===== config.mk =====
export PLATFORM = sky130hd
export DESIGN_NAME = complete_broadcast
export DESIGN_NICKNAME = d
export VERILOG_FILES = /design/src/rtl/complete_broadcast.sv
export SDC_FILE = /design/constraint.sdc
export NUM_CORES = 1
export LEC_CHECK = 0
export CAP_MARGIN = 15
export CORE_MARGIN = 3
export CORE_UTILIZATION = 40
export DETAILED_ROUTE_END_ITERATION = 6
export PLACE_DENSITY = 0.72
export SKIP_CTS_REPAIR_TIMING = 1
export SLEW_MARGIN = 0
export SYNTH_ARGS = -nofsm -noshare
export SYNTH_HDL_FRONTEND = slang
export SYNTH_SLANG_ARGS = --single-unit

===== constraint.sdc =====
create_clock -name clk_i -period 9 [get_ports clk_i]
set_input_delay 2.7 -clock clk_i [delete_from_list [all_inputs] [get_ports clk_i]]
set_output_delay 2.7 -clock clk_i [all_outputs]
set_load 0.1 [all_outputs]

===== src/rtl/complete_broadcast.sv =====
// Completion/broadcast stage: buffers FU results in per-FU FIFOs and arbitrates
// them round-robin onto NUM_CDB registered common-data-bus slots.
module complete_broadcast #(
  parameter int unsigned WORD_SIZE  = 32,
  parameter int unsigned NUM_P_REGS = 64,
  parameter int unsigned NUM_ROB    = 16,
  parameter int unsigned NUM_FUS    = 3,
  parameter int unsigned NUM_CDB    = 2,
  parameter int unsigned FIFO_DEPTH = 2,
  localparam int unsigned TW = $clog2(NUM_P_REGS),
  localparam int unsigned RW = $clog2(NUM_ROB)
) (
  input  logic                         clk_i,
  input  logic                         rst_i,
  input  logic                         flush_i,
  input  logic [NUM_FUS-1:0]           fu_valid_i,
  output logic [NUM_FUS-1:0]           fu_ready_o,
  input  logic [NUM_FUS*TW-1:0]        fu_dest_i,
  input  logic [NUM_FUS*WORD_SIZE-1:0] fu_result_i,
  input  logic [NUM_FUS*RW-1:0]        fu_rob_i,
  input  logic [NUM_FUS-1:0]           fu_regwrite_i,
  output logic [NUM_CDB-1:0]           cdb_valid_o,
  output logic [NUM_CDB*TW-1:0]        cdb_tag_o,
  output logic [NUM_CDB*WORD_SIZE-1:0] cdb_data_o,
  output logic [NUM_CDB*RW-1:0]        cdb_rob_o,
  output logic [NUM_CDB-1:0]           cdb_regwrite_o
);

  localparam int unsigned EW = TW + WORD_SIZE + RW + 1;
  localparam int unsigned PW = $clog2(FIFO_DEPTH) + 1;
  localparam int unsigned AW = (FIFO_DEPTH > 1) ? $clog2(FIFO_DEPTH) : 1;
  localparam int unsigned FW = (NUM_FUS > 1) ? $clog2(NUM_FUS) : 1;

  // Entry layout: {regwrite, rob, result, dest}
  localparam int unsigned RES_LSB = TW;
  localparam int unsigned ROB_LSB = TW + WORD_SIZE;
  localparam int unsigned RWB_POS = EW - 1;

  logic [EW-1:0] mem [NUM_FUS][FIFO_DEPTH];
  logic [PW-1:0] wr_ptr [NUM_FUS];
  logic [PW-1:0] rd_ptr [NUM_FUS];
  logic [FW-1:0] rr_ptr;

  logic [NUM_FUS-1:0] empty;
  logic [NUM_FUS-1:0] full;
  logic [NUM_FUS-1:0] push;
  logic [NUM_FUS-1:0] grant;
  logic [AW-1:0]      wr_idx [NUM_FUS];
  logic [AW-1:0]      rd_idx [NUM_FUS];
  logic [EW-1:0]      head   [NUM_FUS];
  logic [EW-1:0]      in_entry [NUM_FUS];

  logic [NUM_CDB-1:0] slot_valid;
  logic [FW-1:0]      slot_fu    [NUM_CDB];
  logic [EW-1:0]      slot_entry [NUM_CDB];
  logic [FW-1:0]      last_fu;
  logic               any_win;
  logic [FW-1:0]      rr_next;

  // FIFO status; full when pointers match except for the wrap bit
  always_comb begin
    for (int unsigned k = 0; k < NUM_FUS; k++) begin
      empty[k]    = (wr_ptr[k] == rd_ptr[k]);
      full[k]     = ((wr_ptr[k] ^ rd_ptr[k]) == PW'(FIFO_DEPTH));
      wr_idx[k]   = AW'(wr_ptr[k] % PW'(FIFO_DEPTH));
      rd_idx[k]   = AW'(rd_ptr[k] % PW'(FIFO_DEPTH));
      head[k]     = mem[k][rd_idx[k]];
      fu_ready_o[k] = ~rst_i & ~full[k];
      push[k]     = fu_valid_i[k] & ~full[k];
      in_entry[k] = {fu_regwrite_i[k], fu_rob_i[k*RW +: RW],
                     fu_result_i[k*WORD_SIZE +: WORD_SIZE], fu_dest_i[k*TW +: TW]};
    end
  end

  // Round-robin scan from rr_ptr; the first NUM_CDB non-empty FIFOs win slots in order
  always_comb begin
    int unsigned cand;
    int unsigned nwin;
    grant      = '0;
    slot_valid = '0;
    last_fu    = '0;
    any_win    = 1'b0;
    nwin       = 0;
    cand       = 0;
    for (int unsigned j = 0; j < NUM_CDB; j++) begin
      slot_fu[j] = '0;
    end
    for (int unsigned i = 0; i < NUM_FUS; i++) begin
      cand = 32'(rr_ptr) + i;
      if (cand >= NUM_FUS) begin
        cand = cand - NUM_FUS;
      end
      if (!empty[cand] && (nwin < NUM_CDB)) begin
        grant[cand]      = 1'b1;
        slot_valid[nwin] = 1'b1;
        slot_fu[nwin]    = FW'(cand);
        last_fu          = FW'(cand);
        any_win          = 1'b1;
        nwin             = nwin + 1;
      end
    end
    for (int unsigned j = 0; j < NUM_CDB; j++) begin
      slot_entry[j] = head[slot_fu[j]];
    end
    rr_next = (last_fu == FW'(NUM_FUS - 1)) ? '0 : last_fu + FW'(1);
  end

  // FIFO pointers; flush empties every FIFO and drops same-cycle pushes
  always_ff @(posedge clk_i or posedge rst_i) begin
    if (rst_i) begin
      for (int unsigned k = 0; k < NUM_FUS; k++) begin
        wr_ptr[k] <= '0;
        rd_ptr[k] <= '0;
      end
    end else if (flush_i) begin
      for (int unsigned k = 0; k < NUM_FUS; k++) begin
        wr_ptr[k] <= '0;
        rd_ptr[k] <= '0;
      end
    end else begin
      for (int unsigned k = 0; k < NUM_FUS; k++) begin
        if (push[k]) begin
          wr_ptr[k] <= wr_ptr[k] + PW'(1);
        end
        if (grant[k]) begin
          rd_ptr[k] <= rd_ptr[k] + PW'(1);
        end
      end
    end
  end

  // Result storage needs no reset; validity is tracked by the pointers
  always_ff @(posedge clk_i) begin
    for (int unsigned k = 0; k < NUM_FUS; k++) begin
      if (push[k] && !flush_i) begin
        mem[k][wr_idx[k]] <= in_entry[k];
      end
    end
  end

  // CDB output registers; idle slots keep their last payload
  always_ff @(posedge clk_i or posedge rst_i) begin
    if (rst_i) begin
      cdb_valid_o    <= '0;
      cdb_tag_o      <= '0;
      cdb_data_o     <= '0;
      cdb_rob_o      <= '0;
      cdb_regwrite_o <= '0;
      rr_ptr         <= '0;
    end else if (flush_i) begin
      cdb_valid_o <= '0;
    end else begin
      for (int unsigned j = 0; j < NUM_CDB; j++) begin
        cdb_valid_o[j] <= slot_valid[j];
        if (slot_valid[j]) begin
          cdb_tag_o[j*TW +: TW]               <= slot_entry[j][TW-1:0];
          cdb_data_o[j*WORD_SIZE +: WORD_SIZE] <= slot_entry[j][RES_LSB +: WORD_SIZE];
          cdb_rob_o[j*RW +: RW]               <= slot_entry[j][ROB_LSB +: RW];
          cdb_regwrite_o[j]                   <= slot_entry[j][RWB_POS];
        end
      end
      if (any_win) begin
        rr_ptr <= rr_next;
      end
    end
  end

endmodule

# Word-level counts from Yosys, hierarchy flattened
# Memory sizes are Yosys's and may differ from the RTL's.
# Cells that the tools add are included.
# classes
bitwise_logic	28
mux	77
n_reduce_logical	27
addsub	13
n_eq_ne	7
n_lt_le_gt_ge	30
# ops
op	n
43-bit 2-to-1 mux	16
86-bit 2-to-1 mux	3
43-bit binary-select mux with 2-bit select	2
32-bit by 1-bit greater-or-equal comparator with 1-bit output (second input constant)	5
43-bit demux with 1-bit select	3
32-bit by 2-bit less-than comparator with 1-bit output (second input constant)	4
32-bit 2-to-1 mux	4
32-bit by 3-bit less-than comparator with 1-bit output (second input constant)	3
33-bit by 2-bit greater-or-equal comparator with 1-bit output (second input constant)	2
33-bit by 1-bit less-than comparator with 1-bit output (second input constant)	2
32-bit inverter with 33-bit output	2
32-bit by 1-bit adder with 32-bit output (second input constant)	1
2-bit 2-to-1 mux	15
1-bit logical AND	15
1-bit 2-to-1 mux	15
2-bit by 1-bit adder with 2-bit output (second input constant)	7
2-bit greater-or-equal comparator (second input constant)	7
6-bit 2-to-1 mux	2
1-bit inverter with 2-bit output	6
2-bit nonzero test	6
3-bit 2-to-1 mux	3
4-bit bitwise mux	2
2-bit == test (second input constant)	4
4-bit 2-to-1 mux	2
21 further kinds	51
# totals
output_inout_bits	91
in_bits	135
n_memories	1
reg_bits	102
mem_bits_rw	258
# memory_table
name	depth	word_bits	read_ports	rd_ports_with_merged_regs	wr	line	text
mem	3	86	3	0	3	39	logic [EW-1:0] mem [NUM_FUS][FIFO_DEPTH];

# Depth between registers and ports, before layout
# Gate-level depths: netlist of the first run.
# logic_depth
depth_word	19
depth_mapped	15
ltp_nobuf	14

# Worst setup path after synthesis of the first run
# No wires, ideal clock.
# synth_timing
path_type	in2reg
startpoint	input flush_i
endpoint	memory mem[0][129] (netlist bit), enable pin
slack_ns	-1.364
cell_stages	2
arrival_ns	9.689
path_cell_list	clkbuf_1 a2111oi_0
# synth_lines
element	line	text
start, declared	15	input logic flush_i,
end, declared	39	

# Worst setup path after layout of the first run
# layout_timing
startpoint	input rst_i
endpoint	output fu_ready_o[0]
# layout_between
elab_chain_cells	2
# layout_rtl
element	line	text
start, declared	14	input logic rst_i,
1-bit inverter	68	fu_ready_o[k] = ~rst_i & ~full[k];
1-bit AND	68	
end, declared	17	output logic [NUM_FUS-1:0] fu_ready_o,
# No other way between the ends.

==> results of run 1 <==
==> state kept, by name (all words and copies together) (netlist names) <==
register,flops
cdb_tag_o,12
cdb_valid_o,2
cdb_rob_o,8
mem,258
wr_ptr,6
cdb_data_o,64
rr_ptr,2
rd_ptr,6
cdb_regwrite_o,2
==> worst max-delay path by stage <==
stage | startpoint | end | slack (ns) | depth (start not counted)
finish | rst_i | fu_ready_o[0] | 1.73 | 3
global route | rst_i | fu_ready_o[0] | 1.68 | 3
CTS | rst_i | fu_ready_o[0] | 1.72 | 3
detailed placement | rst_i | fu_ready_o[0] | 1.73 | 3
global placement | rst_i | fu_ready_o[2] | 1.77 | 3
floorplan | flush_i | mem[0][129] | -1.36 | 2
==> cell type report <==
class,count,area (sq um),area share [%]
multi-input cells,695,5210,26.2
repair buffers,250,2440,12.2
flip-flops and latches,360,10300,51.8
clock inverters,20,216,1.09
well taps,518,648,3.25
clock buffers,50,1040,5.21
inverters,14,55.1,0.276
==> kinds of logic after synthesis <==
| logic type | count (synthesis) | synth area share [%] |
|---|---|---|
| AO/OA/AOI/OAI | 296 | 13.5 |
| XOR/XNOR | 15 | 1.11 |
| adder cells (fa/ha/maj) | 6 | 0.457 |
| buffers and inverters | 101 | 2.95 |
| flip-flops | 360 | 64.8 |
| multiplexers | 174 | 11.6 |
| AND/OR/NAND/NOR | 204 | 5.50 |
==> cell usage in the layout (no fill, tap or decap), drive strengths merged, types with 50 or more instances in the layout <==
master | synthesis | final
clkdlybuf4s50 | 0 | 225
mux2i | 88 | 88
nand2 | 104 | 104
clkbuf | 44 | 50
nor2 | 56 | 56
dfrtp | 102 | 102
mux2 | 86 | 86
edfxtp | 258 | 258
o211ai | 66 | 66
a21oi | 79 | 79
==> per-layer routing <==
layer | wire length, um | vias up
met2 | 21300 | 508
met3 | 3510 | 92
met1 | 19400 | 5548
met5 | 41 | -
li1 | - | 4880
met4 | 1310 | 6
==> metrics by stage <==
| stage | utilization, % | instance area (sq um) |
|---|---|---|
| finish | 51.2 | 19900 |
| global route | 51.2 | 19900 |
| CTS | 51.2 | 19900 |
| detailed placement | 48.0 | 18700 |
| global placement | 47.9 | 18700 |
| floorplan | - | 15900 |
==> impl_metrics.env, run 1 <==
export IMPL_dpl_cell_count=1837
export IMPL_synthArstFlopShare_pct=28.3
export IMPL_cts_sinks=360
export IMPL_path_cells="clkdlybuf4s50_1 > a21oi_1 > clkdlybuf4s50_1"
export IMPL_grt_usage_pct=21.2
export IMPL_whs_ns=0.495
export IMPL_met1_usage_pct=28.2
export IMPL_drt_wl_total_um=45600
export IMPL_hold_depth=1
export IMPL_r2r_start="rd_ptr[4]"
export IMPL_diodes=0
export IMPL_grt_overflow=0
export IMPL_cp_buffers_inverters=2
export IMPL_slew_violations=0
export IMPL_fp_coreArea_sq_um=38900
export IMPL_fp_dieArea_sq_um=42100
export IMPL_drive_gt1_share_pct=14.5
export IMPL_ant_nets=0
export IMPL_drcViolationCount=0
export IMPL_yosysUniqueCellTypes=67
export IMPL_period_minus_slack_ns=7.27
export IMPL_syn_inst=1156
export IMPL_port_buffers=225
export IMPL_avgSynthCellArea_sq_um=13.7
export IMPL_setup_tns_ns=0
export IMPL_vias=11034
export IMPL_grt_start_max_net_pins=79
export IMPL_htree_levels=2
export IMPL_dieHeight_um=205
export IMPL_crit_path_max_incr_delay_ns=1.16
export IMPL_r2r_end="cdb_data_o[55]"
export IMPL_syn2layout_area_growth_pct=25.4
export IMPL_ys_seq_area_share_pct=64.8
export IMPL_viasPerCell=5.79
export IMPL_rr_worst_depth=14
export IMPL_min_to="cdb_data_o[51]"
export IMPL_status="complete, no violations"
export IMPL_min_delay_start="cdb_data_o[51]"
export IMPL_worstSkewPairLatency_ns=0.54
export IMPL_cpMostUsedCell="clkdlybuf4s50_1"
export IMPL_syn_cell_area_sq_um=15900
export IMPL_worst_r2r_setup_slack_ns=3.60
export IMPL_maxCapViolCount=0
export IMPL_hold_violations=0
export IMPL_place_congestion=0.876
export IMPL_critPathKind="input port to output port"
export IMPL_first_pass_iters=5
export IMPL_ys_seq_elements=360
export IMPL_syn_nets=1296
export IMPL_rsz0062_at_grt="no"
export IMPL_cts_path_max_buffers=3
export IMPL_cts_made_buffers=39
export IMPL_yosys_cell_count_top_type="edfxtp_1"
export IMPL_die_w_um=205
export IMPL_wl_per_cell_um=23.9
export IMPL_ios=226
export IMPL_fin_worst_skew_ns=0.0131
export IMPL_clockRootBuffer="clkbuf_16"
export IMPL_cpLargestDelayFamily="buffers and inverters"
export IMPL_synthTopCellsByCount="258 x edfxtp_1, 104 x nand2_1, 102 x dfrtp_1"
export IMPL_fin_ws_ns=1.73
export IMPL_yosys_area_top_type="edfxtp_1"
export IMPL_grtUsageMet2_pct=34.3
export IMPL_synth_ff_type="edfxtp_1"
export IMPL_first_global_vias=11339
export IMPL_hold_path_class="flop to flop"
export IMPL_ys_warn_count=0
export IMPL_row_count=72
export IMPL_hpwl_um=28000
export IMPL_synth_top_cell_area_share_pct=48.8
export IMPL_drtIter0Drc=913
export IMPL_fillers=3286
export IMPL_maxSlewHeadroom_pct=21.7
export IMPL_clk_pin_slew_ns=0.06
export IMPL_critPathMaxFanout=4
export IMPL_dpl_worst_slack_ns=1.73
export IMPL_cts_tree="done"
export IMPL_startpoint_type="input port"
export IMPL_worstMarginPinSlew_ns=1.17
export IMPL_top_usage_layer="met2"
export IMPL_synth_area_leaders="edfxtp_1 49%, dfrtp_1 16%, mux2_2 5.9%"
export IMPL_initial_utilization_pct=40.8
export IMPL_grt_pass1_wl_um=67900
export IMPL_fmax_ghz=0.138
export IMPL_use_met3_pct=5.00
export IMPL_setup_violations=0
export IMPL_timing_critical_path_slowest_stage_cell="clkdlybuf4s50_1"
export IMPL_critPathRequiredTime_ns=6.30
export IMPL_final_period_utilization_pct=80.8
export IMPL_final_cells=1907
export IMPL_cp_data_arrival_time_ns=4.57
export IMPL_synth_edf_count=258
export IMPL_layout_nets=1500
export IMPL_antenna_found_initial=3
export IMPL_cp_end_kind="output port"
Power of run 1 is left out: the tool's default activity adds up to more than one toggle a clock period on the data nets, which glitch-free logic cannot reach.
==> run 2: changes to the inputs <==
PLACE_DENSITY = 0.7   (was 0.72)
clock period = 7.28 ns   (was 9 ns; I/O delays follow)
==> impl_metrics.env, run 2 (synthesis gave the netlist of run 1 again) <==
export IMPL_status="complete, no violations"
export IMPL_fin_worst_skew_ns=0.0134
export IMPL_final_util_pct=51.3
export IMPL_htree_levels=2
export IMPL_first_pass_iters=5
export IMPL_vias=10978
export IMPL_grt_start_max_net_pins=57
export IMPL_wl_per_cell_um=23.9
export IMPL_port_buffers=225
export IMPL_timing_critical_path_slowest_stage_cell="clkdlybuf4s50_1"
export IMPL_fillers=3349
export IMPL_maxSlewHeadroom_pct=21.5
export IMPL_fmax_ghz=0.187
export IMPL_critPathMaxFanout=4
export IMPL_drtIter0Drc=865
export IMPL_clockRootBuffer="clkbuf_16"
export IMPL_cts_made_buffers=39
export IMPL_die_w_um=205
export IMPL_grt_pass1_wl_um=68800
export IMPL_hold_depth=1
export IMPL_cp_end_kind="output port"
export IMPL_crit_path_max_incr_delay_ns=0.50
export IMPL_row_count=72
export IMPL_rr_worst_depth=14
export IMPL_antenna_found_initial=7
export IMPL_dieHeight_um=205
export IMPL_critPathKind="input port to output port"
export IMPL_setup_violations=0
export IMPL_worstMarginPinSlew_ns=1.18
export IMPL_hold_violations=0
export IMPL_setup_tns_ns=0
export IMPL_layout_nets=1504
export IMPL_place_congestion=0.825
export IMPL_drcViolationCount=0
export IMPL_cts_sinks=360
export IMPL_cts_tree="done"
export IMPL_slew_violations=0
export IMPL_cts_path_max_buffers=3
export IMPL_grt_overflow=0
export IMPL_ios=226
export IMPL_fp_dieArea_sq_um=42100
export IMPL_clk_pin_slew_ns=0.06
export IMPL_period_minus_slack_ns=5.36
export IMPL_drive_gt1_share_pct=14.9
export IMPL_ant_nets=0
export IMPL_maxCapViolCount=0
export IMPL_layout_commonest_cell="edfxtp_1"
export IMPL_fin_area_sq_um=20000
export IMPL_mostFrequentLayoutCells="258 x edfxtp_1, 222 x clkdlybuf4s50_1, 104 x nand2_1"
export IMPL_drt_wl_total_um=45700
export IMPL_fp_coreArea_sq_um=38900
export IMPL_startpoint_type="input port"
export IMPL_largest_reg_flops=258
export IMPL_worstSkewPairLatency_ns=0.51
export IMPL_dpl_cell_area_sq_um=18700
export IMPL_cp_data_arrival_time_ns=3.17
export IMPL_grt_usage_pct=21.4
export IMPL_viasPerCell=5.74
export IMPL_path_cells="clkdlybuf4s50_1 > a21oi_1 > buf_4"
export IMPL_first_global_vias=11405
export IMPL_syn2layout_area_growth_pct=25.8
export IMPL_final_period_utilization_pct=73.6
export IMPL_multi_input_area_sq_um=5210
export IMPL_rsz0062_at_grt="no"
export IMPL_whs_ns=0.501
export IMPL_hold_path_class="flop to flop"
export IMPL_regArea_sq_um=10300
export IMPL_hpwl_um=29200
export IMPL_critPathRequiredTime_ns=5.10
export IMPL_initial_utilization_pct=40.8
[run 2: through the flow]
stage	setup WS [ns]	std cells
after floorplan	-0.436	1156
after global placement	1.94	1840
after detailed placement	1.91	1840
after CTS	1.90	1910
after global routing	1.85	1912
final	1.92	1914
[run 2: layout make-up]
class	instances	share of cell area [%]
flip-flops and latches	360	51.6
multi-input cells	695	26.1
repair buffers	254	12.3
clock buffers	59	5.76
well taps	518	3.24
clock inverters	11	0.701
inverters	14	0.275
diodes	3	0.0376
[run 2: per-layer routing]
layer	part of all wire [%]	vias up	GRT usage, %
met4	2.0	10	5.35
li1	-	4896	-
met3	7.7	77	4.38
met1	43	5517	29.3
met5	0.12	-	0
met2	48	478	35.1
[run 2: critical path: cells and delay by family]
kind	cells	cell delay [ns]
buffers and inverters	2	0.82
AO/OA/AOI/OAI	1	0.17
[run 2: final timing paths]
path | start | endpoint | slack, ns
min reg2reg | cdb_data_o[52] | cdb_data_o[52] | 0.50
max in group asynchronous | rst_i | cdb_data_o[11] | 3.81
min | cdb_data_o[52] | cdb_data_o[52] | 0.50
max reg2reg | rr_ptr[0] | cdb_data_o[56] | 2.23
max | rst_i | fu_ready_o[1] | 1.92
min in group asynchronous | rst_i | wr_ptr[1] | 2.22
Power of run 2 is left out for the same reason.
==> run 3: changes to the inputs <==
clock period = 5.2 ns   (was 7.28 ns; I/O delays follow)
==> impl_metrics.env, run 3 (synthesis gave the netlist of run 1 again) <==
export IMPL_maxSlewHeadroom_pct=27.7
export IMPL_crit_path_max_incr_delay_ns=0.85
export IMPL_dieHeight_um=205
export IMPL_drtIter0Drc=1006
export IMPL_htree_levels=2
export IMPL_setup_tns_ns=0
export IMPL_ant_nets=0
export IMPL_initial_utilization_pct=40.8
export IMPL_drcViolationCount=0
export IMPL_fmax_ghz=0.227
export IMPL_clockRootBuffer="clkbuf_16"
export IMPL_row_count=72
export IMPL_grt_pass1_wl_um=70100
export IMPL_fin_worst_skew_ns=0.0159
export IMPL_setup_violations=0
export IMPL_critPathMaxFanout=33
export IMPL_cp_data_arrival_time_ns=4.90
export IMPL_first_pass_iters=6
export IMPL_layout_commonest_cell="edfxtp_1"
export IMPL_vias=11051
export IMPL_wl_per_cell_um=24.4
export IMPL_first_global_vias=11583
export IMPL_path_cells="inv_1 > ha_1 > inv_2 > nor3_1 > o31ai_1 > inv_1 > ha_1 > inv_1 > a211oi_1 > a32oi_4 > o21a_2 > o211ai_1 > o31ai_1 > mux2_2"
export IMPL_worst_r2r_setup_slack_ns=0.79
export IMPL_cts_path_max_buffers=3
export IMPL_drive_gt1_share_pct=15.4
export IMPL_place_congestion=0.893
export IMPL_mostFrequentLayoutCells="258 x edfxtp_1, 222 x clkdlybuf4s50_1, 104 x nand2_1"
export IMPL_viasPerCell=5.76
export IMPL_cts_tree="done"
export IMPL_period_minus_slack_ns=4.41
export IMPL_worstSetupEndpoint="cdb_data_o[36]"
export IMPL_die_w_um=205
export IMPL_slew_violations=0
export IMPL_grt_usage_pct=22.1
export IMPL_grt_start_max_net_pins=57
export IMPL_fin_ws_ns=0.794
export IMPL_rr_worst_depth=14
export IMPL_largest_reg_flops=258
export IMPL_port_buffers=225
export IMPL_worstMarginPinSlew_ns=1.08
export IMPL_fp_dieArea_sq_um=42100
export IMPL_hpwl_um=29900
export IMPL_grt_overflow=0
export IMPL_status="complete, no violations"
export IMPL_cp_end_kind="flop"
export IMPL_rsz0062_at_grt="no"
export IMPL_maxCapViolCount=0
export IMPL_r2r_start="rr_ptr[0]"
export IMPL_timing_critical_path_slowest_stage_cell="o21a_2"
export IMPL_cts_sinks=360
export IMPL_critPathRequiredTime_ns=5.69
export IMPL_dpl_worst_slack_ns=0.898
export IMPL_cpMostUsedCell="inv_1"
export IMPL_syn2layout_area_growth_pct=25.9
export IMPL_critPathKind="flop to flop"
export IMPL_antenna_found_initial=4
export IMPL_layout_nets=1510
export IMPL_hold_path_class="flop to flop"
export IMPL_worstSkewPairLatency_ns=0.55
export IMPL_final_period_utilization_pct=84.7
export IMPL_diodes=0
export IMPL_drt_wl_total_um=46700
export IMPL_fp_coreArea_sq_um=38900
export IMPL_clk_pin_slew_ns=0.06
export IMPL_r2r_end="cdb_data_o[36]"
export IMPL_crit_start="rr_ptr[0]"
export IMPL_ios=226
export IMPL_hold_violations=0
export IMPL_cts_made_buffers=39
export IMPL_startpoint_type="flop"
==> run 3: changes by cell type in the layout (fill, tap and decap cells not counted), moves of 2 or more <==
cell,change
diode_2,-3
bufinv_16,-2
buf_4,+5
clkinv_2,+3
clkbuf_8,-5
clkinvlp_4,+2
inv_6,+2
buf_12,+2
==> run 3: how the worst min path moves through the flow <==
stage                         startpoint        endpoint  cells after the start
after floorplan                wr_ptr[5]       wr_ptr[5]                      2
after global placement    cdb_data_o[36]  cdb_data_o[36]                      1
after detailed placement   cdb_tag_o[11]   cdb_tag_o[11]                      1
after CTS                  cdb_tag_o[11]   cdb_tag_o[11]                      1
after global routing      cdb_data_o[57]  cdb_data_o[57]                      1
final                      cdb_tag_o[11]   cdb_tag_o[11]                      1
==> run 3: layout make-up <==
cell class,count,area (sq um)
inverters,14,55.1
clock inverters,18,140
flip-flops and latches,360,10300
repair buffers,260,2530
clock buffers,54,1100
well taps,518,648
multi-input cells,695,5210
fillers,3287,18900
==> run 3: per-stage QoR <==
step	hold slack, ns	cell area (sq um)	std cells	util, %
4_1_cts	0.519	20000	1919	51.4
2_1_floorplan	0.554	15900	1156	-
6_report	0.515	20000	1919	51.4
3_3_place_gp	0.493	18800	1847	48.2
3_5_place_dp	0.505	18800	1847	48.2
5_1_grt	0.531	20000	1919	51.4
==> run 3: critical path, delay by kind of cell, from the launching register on <==
family | cells | cell delay, ns
mux | 1 | 0.20
simple gates | 1 | 0.46
flops | 1 | 0.37
buf+inv | 4 | 0.52
compound gates | 6 | 1.83
fa+ha+maj | 2 | 0.93
==> run 3: per-layer routing <==
layer / wire, um / track usage, % / vias to the layer above
met5: 55 / 0 / -
met4: 1140 / 7.54 / 6
met3: 4070 / 5.22 / 89
met2: 21900 / 35.3 / 509
met1: 19500 / 30.0 / 5546
li1: - / - / 4901
Power of run 3 is left out for the same reason.
